`src/rtl/dmem_block_mover.sv`:
```
// dmem_block_mover: clear/fill/copy engine for a single-port word-addressed data memory
module dmem_block_mover #(
  parameter int ADDR_W = 10,
  parameter int DATA_W = 32
) (
  input  logic              clk,
  input  logic              clr,
  input  logic              start,
  input  logic [1:0]        op,
  input  logic [ADDR_W-1:0] src,
  input  logic [ADDR_W-1:0] dst,
  input  logic [ADDR_W:0]   len,
  input  logic [DATA_W-1:0] pattern,
  output logic              busy,
  output logic              done,
  output logic              err,
  output logic [ADDR_W-1:0] m_addr,
  output logic [DATA_W-1:0] m_din,
  output logic              m_store,
  output logic              m_load,
  input  logic [DATA_W-1:0] m_dout
);
  typedef enum logic [2:0] {IDLE, FILL, RD, WR, DONE} state_t;
  state_t              state_q, state_d;
  logic [1:0]          op_q, op_d;
  logic [ADDR_W-1:0]   sp_q, sp_d, dp_q, dp_d, sp_nx, dp_nx;
  logic [ADDR_W:0]     cnt_q, cnt_d;
  logic [DATA_W-1:0]   pat_q, pat_d, data_q, data_d;
  logic                dec_q, dec_d, last;
  logic [ADDR_W-1:0]   len_lo;
  assign len_lo = len[ADDR_W-1:0];
  assign sp_nx  = dec_q ? sp_q - ADDR_W'(1) : sp_q + ADDR_W'(1);
  assign dp_nx  = dec_q ? dp_q - ADDR_W'(1) : dp_q + ADDR_W'(1);
  assign last   = cnt_q == (ADDR_W+1)'(1);
  // Next-state and memory-port decode; descending copies start at the top word so overlap is safe
  always_comb begin
    state_d = state_q;
    op_d    = op_q;
    sp_d    = sp_q;
    dp_d    = dp_q;
    cnt_d   = cnt_q;
    pat_d   = pat_q;
    data_d  = data_q;
    dec_d   = dec_q;
    busy    = 1'b0;
    done    = 1'b0;
    err     = 1'b0;
    m_store = 1'b0;
    m_load  = 1'b0;
    m_addr  = '0;
    m_din   = '0;
    case (state_q)
      IDLE: if (start) begin
        op_d    = op;
        pat_d   = pattern;
        cnt_d   = len;
        dec_d   = (op == 2'd2) && (dst > src);
        sp_d    = dec_d ? src + len_lo - ADDR_W'(1) : src;
        dp_d    = dec_d ? dst + len_lo - ADDR_W'(1) : dst;
        state_d = (len == '0 || op == 2'd3) ? DONE : (op == 2'd2) ? RD : FILL;
      end
      FILL: begin
        busy    = 1'b1;
        m_store = 1'b1;
        m_addr  = dp_q;
        m_din   = (op_q == 2'd0) ? '0 : pat_q;
        dp_d    = dp_nx;
        cnt_d   = cnt_q - (ADDR_W+1)'(1);
        state_d = last ? DONE : FILL;
      end
      RD: begin
        busy    = 1'b1;
        m_load  = 1'b1;
        m_addr  = sp_q;
        data_d  = m_dout;
        sp_d    = sp_nx;
        state_d = WR;
      end
      WR: begin
        busy    = 1'b1;
        m_store = 1'b1;
        m_addr  = dp_q;
        m_din   = data_q;
        dp_d    = dp_nx;
        cnt_d   = cnt_q - (ADDR_W+1)'(1);
        state_d = last ? DONE : RD;
      end
      DONE: begin
        done    = 1'b1;
        err     = op_q == 2'd3;
        state_d = IDLE;
      end
      default: state_d = IDLE;
    endcase
  end
  // State and datapath registers; clr aborts any command immediately
  always_ff @(posedge clk or posedge clr) begin
    if (clr) begin
      state_q <= IDLE;
      op_q    <= '0;
      sp_q    <= '0;
      dp_q    <= '0;
      cnt_q   <= '0;
      pat_q   <= '0;
      data_q  <= '0;
      dec_q   <= 1'b0;
    end else begin
      state_q <= state_d;
      op_q    <= op_d;
      sp_q    <= sp_d;
      dp_q    <= dp_d;
      cnt_q   <= cnt_d;
      pat_q   <= pat_d;
      data_q  <= data_d;
      dec_q   <= dec_d;
    end
  end
endmodule

```
`config.mk`:
```
export PLATFORM = sky130hd
export DESIGN_NAME = dmem_block_mover
export DESIGN_NICKNAME = d
export VERILOG_FILES = /design/src/rtl/dmem_block_mover.sv
export SDC_FILE = /design/constraint.sdc
export NUM_CORES = 1
export LEC_CHECK = 0
export ABC_AREA = 1
export BUFFER_PORTS_ARGS = -buffer_cell sky130_fd_sc_hd__buf_2
export CAP_MARGIN = 15
export CORE_ASPECT_RATIO = 1.75
export CORE_UTILIZATION = 35
export DETAILED_ROUTE_END_ITERATION = 10
export SYNTH_ARGS = -nofsm -noshare
export SYNTH_HDL_FRONTEND = slang
export SYNTH_SLANG_ARGS = --single-unit
```
`constraint.sdc`:
```
create_clock -name clk -period 4 [get_ports clk]
set_clock_uncertainty 0.1 [all_clocks]
set_input_delay 0.6 -clock clk [delete_from_list [all_inputs] [get_ports clk]]
set_output_delay 0.6 -clock clk [all_outputs]
set_load 0.02 [all_outputs]
```
**After elaboration in Yosys (flattened, before gate mapping)**

Index checks and enable logic that the tools add are counted.
W data, S select, Z words.

- Register bits after elaboration: 101
- Bits in latches: 0
- RAM bits: 0
- Bits in read-only memories: 0
- Output and inout bits: 47
- Logic and storage cells: 63
- Memories: 0

- Add/sub/neg operators: 9
- Multipliers: 0
- Div/mod/pow operators: 0
- $lt $le $gt $ge: 1
- Equal/unequal tests: 9
- Shifts and indexed selects: 0
- Multiplexer cells: 24
- Bitwise logic cells: 0
- Reductions and logical operators: 12

Operators by type and width:

| cell | count |
|---|---|
| $pmux W32 S2 | 1 |
| $mux W10 | 6 |
| $pmux W10 S2 | 3 |
| $sub A10 B1 Y10 const B | 4 |
| $mux W32 | 1 |
| $pmux W11 S2 | 1 |
| $add A10 B1 Y10 const B | 2 |
| $add A10 B10 Y10 | 2 |
| $mux W3 | 4 |
| $pmux W3 S4 | 1 |
| $eq A11 B1 Y1 const B | 1 |
| $logic_not A11 Y1 | 1 |
| $mux W11 | 1 |
| $sub A11 B1 Y11 const B | 1 |
| $gt A10 B10 Y1 | 1 |
| $eq A2 B2 Y1 const B | 3 |
| $eq A3 B2 Y1 const B | 2 |
| $reduce_and A2 Y1 | 3 |
| $mux W1 | 5 |
| $reduce_bool A2 Y1 | 2 |
| $eq A3 B1 Y1 const B | 1 |
| $eq A3 B3 Y1 const B | 1 |
| $logic_not A3 Y1 | 1 |
| $reduce_or A3 Y1 | 1 |
| other kinds (6) | 6 |

**Depth between registers and ports, before layout**

- Depth in word-level cells: 5
- Mapped depth: 17
- Depth with buffers taken out: 17

**Worst setup path after synthesis**

OpenSTA, ideal clock, no wires.

- Path type: in2reg
- Start point: input port src[1]
- End point: register sp_q[9]
- Arrival: 2169 ps
- Slack: 1615 ps
- Stages on the path: 17
- Buffers on the path: 0
- Cells stage by stage: inv_1 -> ha_1 -> inv_1 -> ha_1 -> fa_1 -> nand2_1 -> nand2_1 -> nand3_1 -> nand2_1 -> nand2_1 -> nand2_1 -> inv_1 -> nand2_1 -> nand3_1 -> nand2_1 -> nand2_1 -> nand2_1

- Cells in the longest elaborated chain, start to end: 5
- Elaborated cells on any way between the ends: 7
- Those cells by class: add/sub: 2; order compare: 1; mux: 3; reduce/logical: 1

RTL lines:

| what | line | source |
|---|---|---|
| start, declared | 10 | `input logic [ADDR_W-1:0] src,` |
| $add A10 B10 Y10 / $gt A10 B10 Y1 (equally long branches) | 58, 57 |  |
| $sub A10 B1 Y10 / $logic_and A1 B1 Y1 (equally long branches) | 58, 57 |  |
| $mux W10 * | 58 | `sp_d = dec_d ? src + len_lo - ADDR_W'(1) : src;` |
| $mux W10 * | 53 | `IDLE: if (start) begin` |
| $pmux W10 S2 * | 52 | `case (state_q)` |
| end signal, assigned | 110 | `sp_q <= sp_d;` |
| end, declared | 26 | `logic [ADDR_W-1:0] sp_q, sp_d, dp_q, dp_d, sp_nx, dp_nx;` |

Every way passes the cells marked *; elsewhere a longest branch is shown, timed or not. The select of a mux whose other input is x is not followed.
A chain may end at the register's enable or synchronous reset.

**Worst setup path after layout**

- Start point: register state_q[2]
- End point: output port m_addr[9]

- Cells in the longest elaborated chain, start to end: 3
- Elaborated cells on any way between the ends: 5
- Those cells by class: eq/ne: 3; mux: 1; reduce/logical: 1

RTL lines:

| what | line | source |
|---|---|---|
| start, declared | 24 | `state_t state_q, state_d;` |
| start signal, assigned | 108 | `state_q <= state_d;` |
| $eq A3 B2 Y1 / $eq A3 B1 Y1 (equally long branches) | 52 |  |
| $reduce_or A2 Y1 (no line) | - |  |
| $pmux W10 S2 * | 52 |  |
| end, declared | 17 | `output logic [ADDR_W-1:0] m_addr,` |

Every way passes the cells marked *; elsewhere a longest branch is shown, timed or not.

==> summary.txt <==
Status
  – Result of the run: finished, final reports clean

Floorplan
  – Placeable core region: 0.0209 mm^2
  – Area of the die: 0.0221 mm^2
  – X dimension of the die: 113 um
  – Number of primary I/O pins: 147
  – Initial cell density of the core: 0.359
  – Chip height: 196 um
  – Placement Rows: 70

Finish
  – Final core occ: 0.419
  – Layout-stage area growth over the synthesis result: 17.0%
  – Number of inserted diodes: 0
  – Proportion of layout cells with a drive suffix above 1: 0.162
  – Final non-filler cell area: 0.00878 mm^2
  – Number of nets in the layout: 1374

Routing
  – Final wirelength: 22.9 mm
  – Antenna Violating Nets Remaining: 0
  – Drt first-iter violations: 419
  – DRC Markers: 0
  – Wirelength per Cell: 15.6 um
  – Detailed-router iteration count before antenna repair: 7
  – Vias post-DR: 7345
  – Avg Vias per Cell: 5.01

Clock tree
  – Clock Tree Buf Depth: 2
  – Insertion delay of the later-clocked pin in the worst-skew pair: 0.36 ns
  – Count of buffers added by post-CTS timing repair for setup: 0
  – Number of clock buffers inserted by TritonCTS: 9
  – Count of clock tree sinks: 101
  – CTS Root Buffer Type: sky130_fd_sc_hd__clkbuf_16
  – Hold buffers post-CTS: 0
  – Post-cts resize count: 0
  – TritonCTS clock tree: built
  – CTS H-Tree Depth: 3
  – Clock transition at the registers of the reported paths: 0.07 ns

Setup path
  – RR Startpoint: dec_q$_DFFE_PP0P_
  – Worst setup path endpoint: m_addr[9]
  – CP Launch Type: flop
  – Critical R2R Capture: sp_q[8]$_DFFE_PP0P_
  – Worst setup EP type: output pin
  – Reg2Reg Setup Slack: 1.33 ns
  – Required time at the worst-slack endpoint: 3.30 ns
  – Crit Path Max Fanout: 29
  – Number of cells on the worst reg-to-reg path: 12
  – Data arrival time of the critical path: 2.23 ns
  – Worst Setup Path Type: flop to output pin
  – Start point of the critical path: state_q[2]$_DFFE_PP0P_

Synth
  – Post-synthesis async set-or-reset flop share: 1.00
  – Net count of the mapped netlist: 1244
  – Number of synthesized register bits: 101
  – Number of enable-type register cells in the synthesized netlist: 0
  – Yosys warnings: 0
  – Number of different library cells in the post-synthesis netlist: 43
  – Mapped Area: 0.00750 mm^2
  – Fraction of post-synthesis cell area in the top cell type by area: 0.337
  – Primary FF master, synth: sky130_fd_sc_hd__dfrtp_1
  – Sequential area share after synthesis: 0.337
  – Cells after Synth: 1078
  – Cell types with the largest area share after synthesis: sky130_fd_sc_hd__dfrtp_1, sky130_fd_sc_hd__nand2_1, sky130_fd_sc_hd__ha_1, sky130_fd_sc_hd__inv_1, sky130_fd_sc_hd__nand3_1
  – Average cell area after synthesis: 6.96 um^2
  – Synth area leader: sky130_fd_sc_hd__dfrtp_1

Timing
  – Slew @ Worst Pin: 0.904 ns
  – Final setup violating endpoints: 0
  – Max Clock Freq: 0.342 GHz
  – Final period util: 0.731
  – Number of pins exceeding their max-slew limit in the final report: 0
  – Sum Neg Setup Slack: 0 ns
  – Shortest period the worst path allows: 2.93 ns
  – Final hold viol count: 0
  – Worst max-slew margin expressed relative to the limit: 0.398
  – Unrepaired setup endpoints after global routing: no
  – Worst-case hold slack: 0.309 ns

Placement
  – Routability congestion estimate: 0.863
  – HPWL after DPL: 17.7 mm
  – Port Buf Inserts: 146
  – Post-place instance area: 0.00845 mm^2

Run
  – Max Cap Viol: 0

Global route
  – Global route total overflow: 0
  – Initial antenna violation count: 0
  – Global Route Usage Sum: 0.214
  – Wire length of the first global-routing pass: 36.5 mm
  – Pin count of the biggest net entering global routing: 65
  – Via count of the first global-routing pass: 7351

Pwr
  – Power density of the placed cells: 745 mW/mm^2
  – Maximum vdd ir drop: 0.258 mV
  – Leak pwr: 4.93 nW

Worst hold path
  – Worst hold path type: primary input to async pin
[metal layers]
layer,vias to the layer above,GRT usage,share of wire
met5,-,0,0
met4,0,0.0889,0.032
met3,34,0.0232,0.025
met2,160,0.415,0.55
met1,3435,0.230,0.39
li1,3716,-,-
[critical path, stage by stage (launching register included)]
cell	delay, ns
sky130_fd_sc_hd__dfrtp_1	0.39
sky130_fd_sc_hd__nor2_2	0.10
sky130_fd_sc_hd__buf_4	0.31
sky130_fd_sc_hd__inv_2	0.12
sky130_fd_sc_hd__nor2_4	0.15
sky130_fd_sc_hd__buf_4	0.36
sky130_fd_sc_hd__a22o_1	0.25
sky130_fd_sc_hd__buf_2	0.19
[metrics by stage]
step	std cells	power (mW)	setup WS [ns]
final	1465	6.54	1.07
after global placement	1448	5.58	1.28
after global routing	1465	7.16	0.926
after floorplan	1078	4.53	0.653
after detailed placement	1448	5.65	1.28
after CTS	1464	6.58	0.926
[synth_stat cells, types with 3 or more instances]
master                     count
sky130_fd_sc_hd__o31ai_1      15
sky130_fd_sc_hd__or2_2         5
sky130_fd_sc_hd__o21bai_1      7
sky130_fd_sc_hd__a21oi_1      43
sky130_fd_sc_hd__inv_2         6
sky130_fd_sc_hd__o211ai_1      4
sky130_fd_sc_hd__a31oi_1       3
sky130_fd_sc_hd__a22o_1        7
sky130_fd_sc_hd__nor2_1       46
sky130_fd_sc_hd__nand3b_1      3
sky130_fd_sc_hd__fa_1          4
sky130_fd_sc_hd__o221ai_1      5
sky130_fd_sc_hd__nand4_1       9
sky130_fd_sc_hd__o21ai_1      10
sky130_fd_sc_hd__dfrtp_1     101
sky130_fd_sc_hd__clkbuf_1     15
sky130_fd_sc_hd__xor2_1       12
sky130_fd_sc_hd__buf_2        20
sky130_fd_sc_hd__nor3_1        4
sky130_fd_sc_hd__o21ai_0      72
sky130_fd_sc_hd__xnor2_1       6
sky130_fd_sc_hd__nand2_1     349
sky130_fd_sc_hd__inv_1       160
sky130_fd_sc_hd__nand3_1      77
sky130_fd_sc_hd__ha_1         62
sky130_fd_sc_hd__o22ai_1      10
[sequential cells by signal (all words and copies together), names as in the netlist]
| signal | count |
|---|---|
| pat_q | 32 |
| dec_q | 1 |
| dp_q | 10 |
| op_q | 2 |
| sp_q | 10 |
| cnt_q | 11 |
| state_q | 3 |
| data_q | 32 |
[power by group]
part	internal (mW)	switching [mW]
sequential	1.53	0.413
clock	0.489	0.411
combinational	1.29	2.40
[logic make-up after synthesis]
group                    share of synthesized area
flip-flops                                   0.337
buffers and inverters                        0.110
adder cells (fa/ha/maj)                      0.114
AND/OR/NAND/NOR                              0.279
XOR/XNOR                                    0.0210
AO/OA/AOI/OAI                                0.139
[cell usage in the layout (no fill, tap or decap), types with 2 or more instances in the layout]
master | netlist | layout
sky130_fd_sc_hd__nand3_1 | 77 | 77
sky130_fd_sc_hd__nand2_1 | 349 | 349
sky130_fd_sc_hd__fa_1 | 4 | 4
sky130_fd_sc_hd__o211ai_1 | 4 | 4
sky130_fd_sc_hd__inv_4 | 1 | 2
sky130_fd_sc_hd__a22o_1 | 7 | 7
sky130_fd_sc_hd__o21ai_0 | 72 | 72
sky130_fd_sc_hd__buf_2 | 20 | 146
sky130_fd_sc_hd__inv_2 | 6 | 6
sky130_fd_sc_hd__nor3_1 | 4 | 4
sky130_fd_sc_hd__nor2_4 | 2 | 2
sky130_fd_sc_hd__clkinv_2 | 0 | 2
sky130_fd_sc_hd__nor4_1 | 2 | 2
sky130_fd_sc_hd__nand4_1 | 9 | 9
sky130_fd_sc_hd__o21ai_1 | 10 | 10
sky130_fd_sc_hd__xor2_1 | 12 | 12
sky130_fd_sc_hd__o21bai_1 | 7 | 7
sky130_fd_sc_hd__or2_2 | 5 | 5
sky130_fd_sc_hd__a21oi_1 | 43 | 43
sky130_fd_sc_hd__inv_6 | 0 | 2
sky130_fd_sc_hd__dfrtp_1 | 101 | 101
sky130_fd_sc_hd__nand2_4 | 2 | 2
sky130_fd_sc_hd__o31ai_1 | 15 | 15
sky130_fd_sc_hd__o221ai_1 | 5 | 5
sky130_fd_sc_hd__nor2_1 | 46 | 45
sky130_fd_sc_hd__xnor2_1 | 6 | 6
sky130_fd_sc_hd__ha_1 | 62 | 62
sky130_fd_sc_hd__o22ai_1 | 10 | 10
sky130_fd_sc_hd__nor2_2 | 1 | 2
sky130_fd_sc_hd__inv_1 | 160 | 159
sky130_fd_sc_hd__clkbuf_16 | 0 | 9
sky130_fd_sc_hd__a31oi_1 | 3 | 3
sky130_fd_sc_hd__o21a_1 | 2 | 2
sky130_fd_sc_hd__buf_4 | 1 | 12
sky130_fd_sc_hd__nand3b_1 | 3 | 3
[worst min path at each step]
stage | slack [ns] | depth (start not counted) | endpoint | start
finish | 0.31 | 2 | data_q[29]$_DFFE_PP0P_ | clr
global route | 0.34 | 3 | data_q[14]$_DFFE_PP0P_ | m_dout[14]
CTS | 0.32 | 3 | pat_q[7]$_DFFE_PP0P_ | pattern[7]
detailed placement | 0.36 | 2 | pat_q[2]$_DFFE_PP0P_ | pat_q[2]$_DFFE_PP0P_
global placement | 0.35 | 2 | data_q[10]$_DFFE_PP0P_ | data_q[10]$_DFFE_PP0P_
floorplan | 0.34 | 2 | data_q[10]$_DFFE_PP0P_ | data_q[10]$_DFFE_PP0P_
[final cells by class]
class / instances / area [um^2]
flip-flops and latches: 101 / 2530
repair buffers: 159 / 848
well taps: 252 / 315
inverters: 168 / 636
clock inverters: 7 / 73.8
multi-input cells: 769 / 4150
fillers: 2214 / 12200
clock buffers: 9 / 225
(Power assumes the default switching activity.)
